<file path="src/rtl/iso14443_pkg.sv">
// Shared ISO/IEC 14443 Type A encoding types and the quarter-bit modulation table,
// used by the frame encoders and the decoders.
package iso14443_pkg;

  typedef enum logic {
    MILLER     = 1'b0,
    MANCHESTER = 1'b1
  } mode_t;

  typedef enum logic [2:0] {
    ST_IDLE,
    ST_SOF,
    ST_DATA,
    ST_PARITY,
    ST_EOF0,
    ST_EOF1,
    ST_FIN
  } enc_state_t;

  typedef enum logic [2:0] {
    SYM_X,
    SYM_Y,
    SYM_Z,
    SYM_D,
    SYM_E,
    SYM_F
  } symbol_t;

  // Modulation bit for quarter q of a symbol; 1 means carrier pause / load modulation.
  function automatic logic sym_pattern(input symbol_t sym, input logic [1:0] q);
    logic m;
    unique case (sym)
      SYM_X:   m = (q == 2'd2);
      SYM_Z:   m = (q == 2'd0);
      SYM_D:   m = ~q[1];
      SYM_E:   m = q[1];
      default: m = 1'b0;
    endcase
    return m;
  endfunction

endpackage

</file>
<file path="src/rtl/iso14443_frame_encoder.sv">
// Serialises a frame LSB first into modified Miller or Manchester quarter-bit
// modulation envelopes, with optional odd parity, abort and length-error reporting.
module iso14443_frame_encoder
  import iso14443_pkg::*;
#(
  parameter int MAX_BYTES = 8,
  localparam int NB_W = $clog2(8 * MAX_BYTES + 1)
) (
  input  logic                   clk_in,
  input  logic                   rst_in,
  input  logic                   tick_in,
  input  logic                   req_valid,
  output logic                   req_ready,
  input  logic                   mode_in,
  input  logic                   parity_en,
  input  logic [NB_W-1:0]        num_bits,
  input  logic [8*MAX_BYTES-1:0] data_in,
  input  logic                   abort_in,
  output logic                   mod_out,
  output logic                   busy_out,
  output logic                   done_out,
  output logic                   err_out
);

  localparam int FRAME_BITS = 8 * MAX_BYTES;
  localparam int IDX_W      = $clog2(FRAME_BITS);

  enc_state_t            state_q;
  symbol_t               sym_q;
  mode_t                 mode_q;
  logic                  parity_en_q;
  logic [NB_W-1:0]       nbits_q;
  logic [FRAME_BITS-1:0] data_q;
  logic [1:0]            q_q;
  logic [IDX_W-1:0]      bit_idx_q;
  logic [2:0]            byte_bit_q;
  logic                  par_acc_q;
  logic                  mod_q;
  logic                  done_q;
  logic                  err_q;

  logic [IDX_W-1:0] nxt_idx;
  logic             cur_bit;
  logic             nxt_bit;
  logic             last_bit;
  logic             byte_end;
  logic             illegal_len;
  enc_state_t       adv_state;
  logic             adv_val;
  symbol_t          adv_sym;

  assign nxt_idx     = (state_q == ST_SOF) ? '0 : bit_idx_q + IDX_W'(1);
  assign cur_bit     = data_q[bit_idx_q];
  assign nxt_bit     = data_q[nxt_idx];
  assign last_bit    = ((NB_W'(bit_idx_q) + NB_W'(1)) == nbits_q);
  assign byte_end    = parity_en_q && (byte_bit_q == 3'd7);
  assign illegal_len = (num_bits == '0) || (num_bits > NB_W'(FRAME_BITS));

  // Symbol that follows the one currently being presented, decided at its q == 3.
  always_comb begin
    adv_state = ST_FIN;
    adv_val   = 1'b0;
    unique case (state_q)
      ST_SOF: begin
        adv_state = ST_DATA;
        adv_val   = nxt_bit;
      end
      ST_DATA: begin
        if (byte_end) begin
          adv_state = ST_PARITY;
          adv_val   = ~(par_acc_q ^ cur_bit);
        end else if (last_bit) begin
          adv_state = ST_EOF0;
        end else begin
          adv_state = ST_DATA;
          adv_val   = nxt_bit;
        end
      end
      ST_PARITY: begin
        if (last_bit) begin
          adv_state = ST_EOF0;
        end else begin
          adv_state = ST_DATA;
          adv_val   = nxt_bit;
        end
      end
      ST_EOF0: adv_state = (mode_q == MILLER) ? ST_EOF1 : ST_FIN;
      default: adv_state = ST_FIN;
    endcase

    if (adv_state == ST_EOF1) begin
      adv_sym = SYM_Y;
    end else if (mode_q == MANCHESTER) begin
      if (adv_state == ST_EOF0) adv_sym = SYM_F;
      else                      adv_sym = adv_val ? SYM_D : SYM_E;
    end else if (adv_val) begin
      adv_sym = SYM_X;
    end else begin
      adv_sym = (sym_q == SYM_X) ? SYM_Y : SYM_Z;
    end
  end

  always_ff @(posedge clk_in or posedge rst_in) begin
    if (rst_in) begin
      state_q     <= ST_IDLE;
      sym_q       <= SYM_Y;
      mode_q      <= MILLER;
      parity_en_q <= 1'b0;
      nbits_q     <= '0;
      q_q         <= 2'd0;
      bit_idx_q   <= '0;
      byte_bit_q  <= 3'd0;
      par_acc_q   <= 1'b0;
      mod_q       <= 1'b0;
      done_q      <= 1'b0;
      err_q       <= 1'b0;
    end else begin
      done_q <= 1'b0;
      err_q  <= 1'b0;
      if (state_q == ST_IDLE) begin
        if (req_valid) begin
          mode_q      <= mode_t'(mode_in);
          parity_en_q <= parity_en;
          nbits_q     <= num_bits;
          q_q         <= 2'd0;
          bit_idx_q   <= '0;
          byte_bit_q  <= 3'd0;
          par_acc_q   <= 1'b0;
          if (illegal_len) begin
            done_q <= 1'b1;
            err_q  <= 1'b1;
          end else begin
            state_q <= ST_SOF;
            sym_q   <= mode_in ? SYM_D : SYM_Z;
          end
        end
      end else if (abort_in) begin
        state_q <= ST_IDLE;
        mod_q   <= 1'b0;
      end else if (tick_in) begin
        if (state_q == ST_FIN) begin
          mod_q   <= 1'b0;
          done_q  <= 1'b1;
          state_q <= ST_IDLE;
        end else begin
          mod_q <= sym_pattern(sym_q, q_q);
          q_q   <= q_q + 2'd1;
          if (q_q == 2'd3) begin
            state_q <= adv_state;
            sym_q   <= adv_sym;
            if (state_q == ST_DATA) begin
              par_acc_q  <= (byte_bit_q == 3'd7) ? 1'b0 : (par_acc_q ^ cur_bit);
              byte_bit_q <= byte_bit_q + 3'd1;
            end
            if (adv_state == ST_DATA && state_q != ST_SOF) begin
              bit_idx_q <= nxt_idx;
            end
          end
        end
      end
    end
  end

  // Payload is only meaningful while busy, so it needs no reset.
  always_ff @(posedge clk_in) begin
    if (req_valid && req_ready) begin
      data_q <= data_in;
    end
  end

  assign req_ready = (state_q == ST_IDLE);
  assign busy_out  = (state_q != ST_IDLE);
  assign mod_out   = mod_q;
  assign done_out  = done_q;
  assign err_out   = err_q;

endmodule
</file>
<file path="config.mk">
export PLATFORM = sky130hd
export DESIGN_NAME = iso14443_frame_encoder
export DESIGN_NICKNAME = d
export VERILOG_FILES = /design/src/rtl/iso14443_pkg.sv /design/src/rtl/iso14443_frame_encoder.sv
export SDC_FILE = /design/constraint.sdc
export NUM_CORES = 1
export LEC_CHECK = 0
export CAP_MARGIN = 10
export CELL_PAD_IN_SITES_DETAIL_PLACEMENT = 0
export CELL_PAD_IN_SITES_GLOBAL_PLACEMENT = 1
export CORE_MARGIN = 3
export CORE_UTILIZATION = 46
export DETAILED_ROUTE_END_ITERATION = 7
export PLACE_DENSITY = 0.83
export SYNTH_ARGS = -nofsm -noshare
export SYNTH_HDL_FRONTEND = slang
export SYNTH_SLANG_ARGS = --single-unit
</file>
<file path="constraint.sdc">
create_clock -name clk_in -period 6.5 [get_ports clk_in]
set_input_delay 0.975 -clock clk_in [delete_from_list [all_inputs] [get_ports clk_in]]
set_output_delay 0.975 -clock clk_in [all_outputs]
set_load 0.005 [all_outputs]
</file>
==> summary.txt, run 1 <==
Synth
  – Post-synth EDFFs: 64
  – Simple-gate share of the synthesized area: 0.1087
  – Synth Flop Type: edfxtp_1
  – Synth Area in Adders: 0.01520
  – XOR/XNOR share of the synthesized area: 0.02660
  – Main combinational cell family by area after synthesis: multiplexers
  – Mapped Area: 0.004940 mm2
  – Post-synthesis net count: 471
  – Synth unique cells: 62
  – Register area share after synthesis: 0.5413
  – Warnings, synthesis: 0
  – Mapped Cells: 387
  – Post-synthesis compound-gate area fraction: 0.1165
  – Synth Area per Inst: 12.76 um2
  – Post-synthesis register bit count: 94
  – Multiplexer share of the synthesized area: 0.1596
  – Async SR Flop Fraction: 0.3191

Worst setup path
  – Worst Setup EP: sym_q[1]
  – Crit path from: bit_idx_q[1]
  – Reg2Reg Setup Slack: 2.61 ns
  – CP max FO: 19
  – Critical path required time: 6.80 ns
  – CP arrival: 4.19 ns
  – FF-to-FF Start: bit_idx_q[1]
  – Cells on worst reg2reg path: 10
  – Crit Path Class: reg2reg
  – Max incr delay on CP: 1.00 ns
  – RR Endpoint: sym_q[1]
  – Worst path slowest cell: dfrtp_1
  – Setup crit start kind: flip-flop
  – Critical Path Sink Type: flip-flop
  – Critical path cell sequence: ha_1 > mux4_2 > nand2_1 > o21ai_0 > a2111oi_0 > a32o_1 > a221o_2 > o21ai_2 > a2111o_1 > a32oi_1

Clock network
  – Clock Tree Buf Depth: 2
  – Root Buffer: clkbuf_8
  – Post-CTS sizing: 0
  – TritonCTS clock tree: built
  – H-Tree Depth: 3
  – Skew-Pair Late Insertion Delay: 0.38 ns
  – Post-CTS setup buffers: 0
  – CTS clock-pin slew for the worst setup and hold paths: 0.09 ns
  – Total CTS buffers: 9
  – Cts hold-fix bufs: 0
  – Clock sinks: 94

Final layout
  – Most used cells in the layout excluding fill and tap cells: 82 x clkdlybuf4s50_1, 64 x edfxtp_1, 29 x dfrtp_1
  – # diodes: 0
  – Layout area overhead: 22.42%
  – Most common cell after layout, fill and taps aside: clkdlybuf4s50_1
  – Nets@finish: 544
  – Share of cells above drive strength 1: 0.1505
  – Final instance area: 0.006047 mm2
  – Final Instance Count excl. Fillers: 601
  – Fill cells: 883

Min path
  – Hold-critical path depth: 2
  – Min-Delay Startpoint: byte_bit_q[1]
  – Hold Path Class: reg2reg

STA
  – Clock skew: 0.009236 ns
  – Setup TNS: 0 ns
  – Final Slew Violations: 0
  – Endpoints failing setup: 0
  – RSZ-0062 raised after global routing: false
  – Hold Violations, Final: 0
  – Slew margin rel.: 0.2945
  – Min Hold Slack: 0.4932 ns
  – Period utilisation layout: 0.5990
  – Worst-Margin Slew: 1.051 ns
  – Crit path time final: 3.893 ns
  – F_max: 0.2568 GHz

Detailed routing
  – Post-detailed-route wirelength per cell: 18.58 um
  – Initial DRC Count: 231
  – Post-route ant nets: 0
  – Via density: 5.902
  – Routed wire length on met3: 742 um
  – Drt pass-1 iters: 5
  – DRC Markers: 0
  – Top layer in use: met4
  – Met2 routed WL: 5486 um
  – WL final: 11,170 um
  – DR vias: 3,547
  – WL met1: 4689 um

Floorplan
  – Starting Density: 0.4764
  – Num ports: 83
  – Die area: 0.01202 mm2
  – Core Footprint: 0.01037 mm2
  – Num rows: 37
  – Die width: 109.6 um
  – Die height: 109.6 um

GRT
  – GRT Overall Usage: 0.2031
  – Largest net degree at the start of global routing: 75
  – First-pass GRT wire length: 18,360 um
  – Gr ovfl total: 0
  – Initial antenna violation count: 0
  – Vias in the first global route: 3,636

Outcome
  – Status: finished, final reports clean

Pwr
  – Leak pwr: 2.108 nW
  – P per Cell Area: 386.7 mW/mm2
  – Peak supply drop: 0.0002180 V

Placement
  – Placed Instances: 585
  – IO buf count: 82
  – Hpwl dp: 7990 um
  – Final weighted congestion in routability-driven placement: 0.8048
  – Post-placement cell area: 0.005852 mm2

Flow run
  – Max capacitance violation total: 0
## worst min path at each step
stage                                to  slack [ns]
after floorplan           byte_bit_q[1]        0.45
after global placement    byte_bit_q[2]        0.47
after detailed placement  byte_bit_q[1]        0.48
after CTS                 byte_bit_q[1]        0.50
after global routing            mod_out        0.55
final                     byte_bit_q[1]        0.49
## flip-flops by register name (all words and copies together) (netlist names)
register and flops:
data_q 64, nbits_q 7, bit_idx_q 6, byte_bit_q 3
state_q 3, sym_q 3, q_q 2, done_out 1
err_out 1, mod_out 1, mode_q 1, par_acc_q 1
parity_en_q 1
## cell families (layout without fill, tap and decap cells)
family,after synthesis,after routing
simple gates,102,102
xor+xnor,15,15
fa+ha+maj,6,6
compound gates,85,85
buf+inv,37,115
flops,94,94
mux,48,48
## through the flow
stage	util	setup slack, ns	total power [mW]
after floorplan	-	2.579	1.689
after global placement	0.5643	2.652	1.942
after detailed placement	0.5643	2.535	1.968
after CTS	0.5831	2.539	2.362
after global routing	0.5831	2.133	2.505
final	0.5831	2.607	2.339
## critical path, delay by kind of cell (launching register included)
kind | cells | cell delay (ns)
flip-flops | 1 | 1.00
AO/OA/AOI/OAI | 7 | 1.45
adder cells (fa/ha/maj) | 1 | 0.69
AND/OR/NAND/NOR | 1 | 0.08
multiplexers | 1 | 0.58
## where the power goes
| group | internal, mW | total (mW) | leakage (nW) | switching, mW |
|---|---|---|---|---|
| sequential | 0.819 | 0.981 | 0.981 | 0.162 |
| combinational | 0.475 | 0.970 | 1.02 | 0.495 |
| clock | 0.179 | 0.387 | 0.104 | 0.208 |
## synth_stat cells, types with 3 or more instances
library cell / instances / area [um2]
edfxtp_1: 64 / 1922
dfrtp_1: 29 / 725.7
o21ai_0: 28 / 140.1
mux4_2: 23 / 518.0
nor2_1: 23 / 86.33
nand2_1: 22 / 82.58
mux2_2: 16 / 180.2
clkbuf_1: 15 / 56.30
inv_1: 13 / 48.80
nor3_1: 10 / 50.05
a21oi_1: 9 / 45.04
mux2i_1: 9 / 90.09
nand3_1: 9 / 45.04
xnor2_1: 9 / 78.83
a31oi_1: 7 / 43.79
nor2b_1: 7 / 43.79
ha_1: 6 / 75.07
xor2_1: 6 / 52.55
nor4_1: 5 / 31.28
a211oi_1: 4 / 30.03
buf_2: 4 / 20.02
nand4_1: 4 / 25.02
a221oi_1: 3 / 26.28
a311oi_1: 3 / 26.28
and2_1: 3 / 18.77
nand2b_1: 3 / 18.77
o211ai_1: 3 / 22.52
o32ai_1: 3 / 26.28
## metal layers
| metal | vias up | global-route usage |
|---|---|---|
| met2 | 147 | 0.3309 |
| met4 | 0 | 0.09350 |
| met5 | - | 0 |
| met1 | 1724 | 0.2600 |
| met3 | 18 | 0.04404 |
| li1 | 1658 | - |
## area by class of cell
cell class,instances,area [um2],area share
sequential,94,2674,0.4422
clock inverter,7,71.32,0.01179
timing repair buffer,86,850.8,0.1407
tap,136,170.2,0.02814
inverter,13,48.80,0.008070
clock buffer,9,123.9,0.02048
multi-input combinational,256,2108,0.3486
Power figures use the tool's default switching activity.
==> run 2, diff against run 1 <==
Settings changed: CORE_UTILIZATION 46 to 43, PLACE_DENSITY 0.83 to 0.78.
Clock period 6.5 ns to 3.7 ns, I/O delays scaled along.
==> summary.txt, run 2 (synthesized netlist as in run 1, its figures left out) <==
Detailed routing
  – Drt pass-1 iters: 4 (was 5)
  – Post-detailed-route wirelength per cell: 18.75 um (was 18.58 um)
  – WL final: 11,570 um (was 11,170 um)
  – Initial DRC Count: 292 (was 231)
  – Post-route ant nets: 0 (unchanged)
  – DRC Markers: 0 (unchanged)
  – DR vias: 3,533 (was 3,547)
  – Via density: 5.726 (was 5.902)

Clock network
  – Total CTS buffers: 9 (unchanged)
  – Post-CTS setup buffers: 0 (unchanged)
  – TritonCTS clock tree: built (unchanged)
  – Post-CTS sizing: 0 (unchanged)
  – H-Tree Depth: 3 (unchanged)
  – Skew-Pair Late Insertion Delay: 0.34 ns (was 0.38 ns)
  – CTS clock-pin slew for the worst setup and hold paths: 0.06 ns (was 0.09 ns)
  – Clock Tree Buf Depth: 2 (unchanged)
  – Cts hold-fix bufs: 0 (unchanged)
  – Clock sinks: 94 (unchanged)
  – Root Buffer: clkbuf_16 (was clkbuf_8)

Worst setup path
  – Worst path most repeated cell: buf_4
  – CP max FO: 28 (was 19)
  – CP arrival: 3.55 ns (was 4.19 ns)
  – Critical Path Sink Type: flip-flop (unchanged)
  – Crit Path Class: reg2reg (unchanged)
  – Critical path required time: 3.96 ns (was 6.80 ns)
  – Critical path cell sequence: buf_4 > buf_4 > mux4_2 > mux2i_1 > o21ai_0 > o41ai_1 > buf_4 > xnor2_1 > o21ai_2 > a2111o_1 > a32oi_1 (was ha_1 > mux4_2 > nand2_1 > o21ai_0 > a2111oi_0 > a32o_1 > a221o_2 > o21ai_2 > a2111o_1 > a32oi_1)
  – Max incr delay on CP: 0.52 ns (was 1.00 ns)
  – Setup crit start kind: flip-flop (unchanged)
  – Worst path slowest cell: mux4_2 (was dfrtp_1)
  – Sum of buffers and inverters on the critical path: 3 (was 0)
  – Top delay family on crit path: compound AO/OA/AOI/OAI gates (unchanged)

Placement
  – Hpwl dp: 8565 um (was 7990 um)
  – Final weighted congestion in routability-driven placement: 0.9013 (was 0.8048)
  – Post-placement cell area: 0.005959 mm2 (was 0.005852 mm2)
  – IO buf count: 82 (unchanged)

STA
  – Setup TNS: 0 ns (unchanged)
  – Final Slew Violations: 0 (unchanged)
  – Endpoints failing setup: 0 (unchanged)
  – Slew margin rel.: 0.5224 (was 0.2945)
  – Worst-Margin Slew: 0.7164 ns (was 1.051 ns)
  – Period utilisation layout: 0.8899 (was 0.5990)
  – Clock skew: 0.004402 ns (was 0.009236 ns)
  – Crit path time final: 3.293 ns (was 3.893 ns)
  – RSZ-0062 raised after global routing: false (unchanged)
  – F_max: 0.3037 GHz (was 0.2568 GHz)
  – Min Hold Slack: 0.4837 ns (was 0.4932 ns)
  – Hold Violations, Final: 0 (unchanged)

Pwr
  – Peak supply drop: 0.0004804 V (was 0.0002180 V)
  – P per Cell Area: 710.8 mW/mm2 (was 386.7 mW/mm2)
  – Power, Total: 4.437 mW (was 2.339 mW)
  – Leak pwr: 2.201 nW (was 2.108 nW)

Final layout
  – Regs by FF count: data_q (64), nbits_q (7), bit_idx_q (6) (unchanged)
  – # diodes: 0 (unchanged)
  – Reg area: 0.002674 mm2 (unchanged)
  – Most common cell after layout, fill and taps aside: clkdlybuf4s50_1 (unchanged)
  – Most used cells in the layout excluding fill and tap cells: 82 x clkdlybuf4s50_1, 64 x edfxtp_1, 29 x dfrtp_1 (unchanged)
  – Layout area overhead: 26.37% (was 22.42%)
  – Top reg by flops: data_q (unchanged)
  – Final instance area: 0.006242 mm2 (was 0.006047 mm2)
  – Fill cells: 938 (was 883)
  – Number of flip-flops under the largest register name: 64 (unchanged)
  – Multi-input gate area: 0.002108 mm2 (unchanged)
  – Nets@finish: 556 (was 544)
  – Share of cells above drive strength 1: 0.1635 (was 0.1505)

GRT
  – Largest net degree at the start of global routing: 74 (was 75)
  – First-pass GRT wire length: 18,730 um (was 18,360 um)
  – Initial antenna violation count: 0 (unchanged)
  – Gr ovfl total: 0 (unchanged)
  – Vias in the first global route: 3,660 (was 3,636)
  – GRT Overall Usage: 0.1856 (was 0.2031)

Floorplan
  – Core Footprint: 0.01103 mm2 (was 0.01037 mm2)
  – Die height: 113.2 um (was 109.6 um)
  – Die area: 0.01281 mm2 (was 0.01202 mm2)
  – Num ports: 83 (unchanged)
  – Die width: 113.2 um (was 109.6 um)
  – Num rows: 38 (was 37)
  – Starting Density: 0.4478 (was 0.4764)

Flow run
  – Max capacitance violation total: 0 (unchanged)

Min path
  – Hold Path Class: reg2reg (unchanged)

Outcome
  – Status: finished, final reports clean (unchanged)
[run 2: cell types whose count changed in the layout (fill, tap and decap cells not counted)]
cell	delta
clkinv_2	-2
clkbuf_8	-9
clkinv_4	-1
clkinvlp_4	+1
clkbuf_1	+2
clkbuf_16	+9
clkinv_1	+2
buf_4	+11
inv_6	-2
buf_12	+1
[run 2: worst paths after layout]
check	cells past startpoint	slack, ns	start	to
max	11	0.41	bit_idx_q[0]	sym_q[1]
min	2	0.48	byte_bit_q[1]	byte_bit_q[1]
max reg2reg	11	0.41	bit_idx_q[0]	sym_q[1]
min reg2reg	2	0.48	byte_bit_q[1]	byte_bit_q[1]
max in group asynchronous	3	2.78	rst_in	sym_q[0]
min in group asynchronous	3	0.59	rst_in	q_q[1]
[run 2: worst reg2reg max path, cell delays in order (launching register included)]
cell,delay [ns]
dfrtp_1,0.35
buf_4,0.35
buf_4,0.28
mux4_2,0.52
mux2i_1,0.15
o21ai_0,0.12
o41ai_1,0.42
buf_4,0.21
xnor2_1,0.12
o21ai_2,0.11
a2111o_1,0.40
a32oi_1,0.18
[run 2: final cells by class]
| type | count | area share |
|---|---|---|
| sequential | 94 | 0.4283 |
| multi-input combinational | 256 | 0.3377 |
| timing repair buffer | 98 | 0.1527 |
| clock buffer | 11 | 0.03728 |
| tap | 140 | 0.02806 |
| clock inverter | 5 | 0.008018 |
| inverter | 13 | 0.007817 |
[run 2: power by group]
part	internal, mW	leakage, nW	total, mW	switching [mW]
Sequential	1.44	0.981	1.66	0.223
Combinational	0.912	1.09	1.89	0.973
Clock	0.518	0.135	0.889	0.371
[run 2: per-stage QoR]
step / setup slack (ns) / std cells / utilization
after global routing: 0.2503 / 617 / 0.5659
after floorplan: 0.7457 / 387 / -
after detailed placement: 0.4658 / 601 / 0.5403
after global placement: 0.5369 / 601 / 0.5403
final: 0.4073 / 617 / 0.5659
after CTS: 0.4456 / 617 / 0.5659
[run 2: layer usage]
metal | routed length (um) | GRT usage
met2 | 5859 | 0.3167
met1 | 5008 | 0.2412
met3 | 531 | 0.03957
met5 | 0 | 0
met4 | 170 | 0.04888
==> run 3, diff against run 2 <==
Settings changed: CORE_UTILIZATION 43 to 30, PLACE_DENSITY 0.78 to 0.57.
==> summary.txt, run 3 (synthesized netlist as in run 1, its figures left out) <==
Clock network
  – Clock sinks: 94 (unchanged)
  – Total CTS buffers: 9 (unchanged)
  – Post-CTS sizing: 0 (unchanged)
  – Cts hold-fix bufs: 0 (unchanged)
  – CTS clock-pin slew for the worst setup and hold paths: 0.06 ns (about the same)
  – H-Tree Depth: 3 (unchanged)
  – TritonCTS clock tree: built (unchanged)
  – Post-CTS setup buffers: 0 (unchanged)
  – Clock Tree Buf Depth: 2 (unchanged)
  – Skew-Pair Late Insertion Delay: 0.34 ns (about the same)
  – Root Buffer: clkbuf_16 (unchanged)

STA
  – Post-route worst setup slack: 0.4352 ns (was 0.4073 ns)
  – Clock skew: 0.003707 ns (was 0.004402 ns)
  – Worst-Margin Slew: 0.8924 ns (was 0.7164 ns)
  – Setup TNS: 0 ns (unchanged)
  – Crit path time final: 3.265 ns (was 3.293 ns)
  – RSZ-0062 raised after global routing: false (unchanged)
  – Slew margin rel.: 0.4008 (was 0.5224)
  – F_max: 0.3063 GHz (was 0.3037 GHz)
  – Endpoints failing setup: 0 (unchanged)
  – Period utilisation layout: 0.8824 (was 0.8899)
  – Final Slew Violations: 0 (unchanged)
  – Hold Violations, Final: 0 (unchanged)

GRT
  – Initial antenna violation count: 0 (unchanged)
  – First-pass GRT wire length: 20,570 um (was 18,730 um)
  – Gr ovfl total: 0 (unchanged)
  – GRT Overall Usage: 0.1470 (was 0.1856)
  – Largest net degree at the start of global routing: 74 (unchanged)
  – Vias in the first global route: 3,736 (was 3,660)

Floorplan
  – Die width: 134.3 um (was 113.2 um)
  – Die height: 134.3 um (was 113.2 um)
  – Die area: 0.01804 mm2 (was 0.01281 mm2)
  – Num rows: 46 (was 38)
  – Starting Density: 0.3087 (was 0.4478)
  – Num ports: 83 (unchanged)
  – Core Footprint: 0.01600 mm2 (was 0.01103 mm2)

Placement
  – Placed Instances: 678 (was 601)
  – Post-placement cell area: 0.006062 mm2 (was 0.005959 mm2)
  – IO buf count: 82 (unchanged)
  – Final weighted congestion in routability-driven placement: 0.8357 (was 0.9013)
  – Hpwl dp: 9436 um (was 8565 um)
  – Pre-CTS setup slack: 0.4167 ns (was 0.4658 ns)

Detailed routing
  – Post-detailed-route wirelength per cell: 18.03 um (was 18.75 um)
  – Via density: 5.017 (was 5.726)
  – DRC Markers: 0 (unchanged)
  – WL final: 12,520 um (was 11,570 um)
  – Drt pass-1 iters: 4 (unchanged)
  – Initial DRC Count: 196 (was 292)
  – DR vias: 3,482 (was 3,533)
  – Post-route ant nets: 0 (unchanged)

Final layout
  – Most common cell after layout, fill and taps aside: clkdlybuf4s50_1 (unchanged)
  – Share of cells above drive strength 1: 0.1674 (was 0.1635)
  – Nets@finish: 557 (was 556)
  – # diodes: 0 (unchanged)
  – Most used cells in the layout excluding fill and tap cells: 82 x clkdlybuf4s50_1, 64 x edfxtp_1, 29 x dfrtp_1 (unchanged)
  – Layout area overhead: 28.85% (was 26.37%)
  – Final instance area: 0.006365 mm2 (was 0.006242 mm2)
  – Regs by FF count: data_q (64), nbits_q (7), bit_idx_q (6) (unchanged)
  – Top reg by flops: data_q (unchanged)
  – Number of flip-flops under the largest register name: 64 (unchanged)
  – Final Instance Count excl. Fillers: 694 (was 617)

Worst setup path
  – Critical path cell sequence: ha_1 > xor2_1 > buf_4 > mux4_2 > nor4_1 > a211oi_1 > a211oi_1 > a221o_2 > o21ai_2 > a2111o_1 > a32oi_1 (was buf_4 > buf_4 > mux4_2 > mux2i_1 > o21ai_0 > o41ai_1 > buf_4 > xnor2_1 > o21ai_2 > a2111o_1 > a32oi_1)
  – Max incr delay on CP: 0.49 ns (was 0.52 ns)
  – Critical Path Sink Type: flip-flop (unchanged)
  – Sum of buffers and inverters on the critical path: 1 (was 3)
  – CP arrival: 3.52 ns (was 3.55 ns)
  – Critical path required time: 3.96 ns (about the same)
  – Worst path most repeated cell: a211oi_1 (was buf_4)
  – Setup crit start kind: flip-flop (unchanged)
  – Top delay family on crit path: compound AO/OA/AOI/OAI gates (unchanged)
  – Crit Path Class: reg2reg (unchanged)
  – CP max FO: 17 (was 28)
  – Worst path slowest cell: dfrtp_1 (was mux4_2)

Flow run
  – Max capacitance violation total: 0 (unchanged)

Outcome
  – Status: finished, final reports clean (unchanged)

Pwr
  – P per Cell Area: 708.5 mW/mm2 (was 710.8 mW/mm2)
  – Power, Total: 4.509 mW (was 4.437 mW)
  – Leak pwr: 2.221 nW (was 2.201 nW)
  – Peak supply drop: 0.0002560 V (was 0.0004804 V)

Min path
  – Hold Path Class: reg2reg (unchanged)
==> run 3: worst register-to-register path: stages, from the launching register on <==
cell,delay [ns]
dfrtp_1,0.49
ha_1,0.29
xor2_1,0.24
buf_4,0.27
mux4_2,0.34
nor4_1,0.19
a211oi_1,0.08
a211oi_1,0.37
a221o_2,0.23
o21ai_2,0.08
a2111o_1,0.38
a32oi_1,0.20
==> run 3: power breakdown <==
part	internal [mW]	total, mW	switching, mW	leakage [nW]
Combinational	0.916	1.89	0.974	1.09
Sequential	1.44	1.68	0.243	0.981
Clock	0.561	0.939	0.377	0.148
==> run 3: path summary, 6_finish.rpt <==
kind / slack, ns / startpoint / cells after the start / end
min in group asynchronous: 0.60 / rst_in / 3 / state_q[2]
max reg2reg: 0.44 / bit_idx_q[0] / 11 / sym_q[1]
min: 0.49 / byte_bit_q[2] / 2 / byte_bit_q[2]
max in group asynchronous: 2.77 / rst_in / 3 / sym_q[0]
min reg2reg: 0.49 / byte_bit_q[2] / 2 / byte_bit_q[2]
max: 0.44 / bit_idx_q[0] / 11 / sym_q[1]
==> run 3: cell type report <==
class                      count  area, um2
clock buffer                  13      260.3
clock inverter                 3      42.54
fill                        1569       9635
inverter                      13      48.80
multi-input combinational    256       2108
sequential                    94       2674
tap                          216      270.3
timing repair buffer          99      960.9
==> run 3: routing by layer <==
metal,vias to the layer above,GRT usage,part of all wire
met5,-,0,0
met4,0,0.05995,0.022
met3,17,0.02776,0.037
met2,75,0.2402,0.50
met1,1715,0.1930,0.44
li1,1675,-,-
==> run 3: metrics by stage <==
stage	util	hold slack [ns]
2_1_floorplan	-	0.4538
3_3_place_gp	0.3789	0.4687
3_5_place_dp	0.3789	0.4792
4_1_cts	0.3978	0.4941
5_1_grt	0.3978	0.5367
6_report	0.3978	0.4869
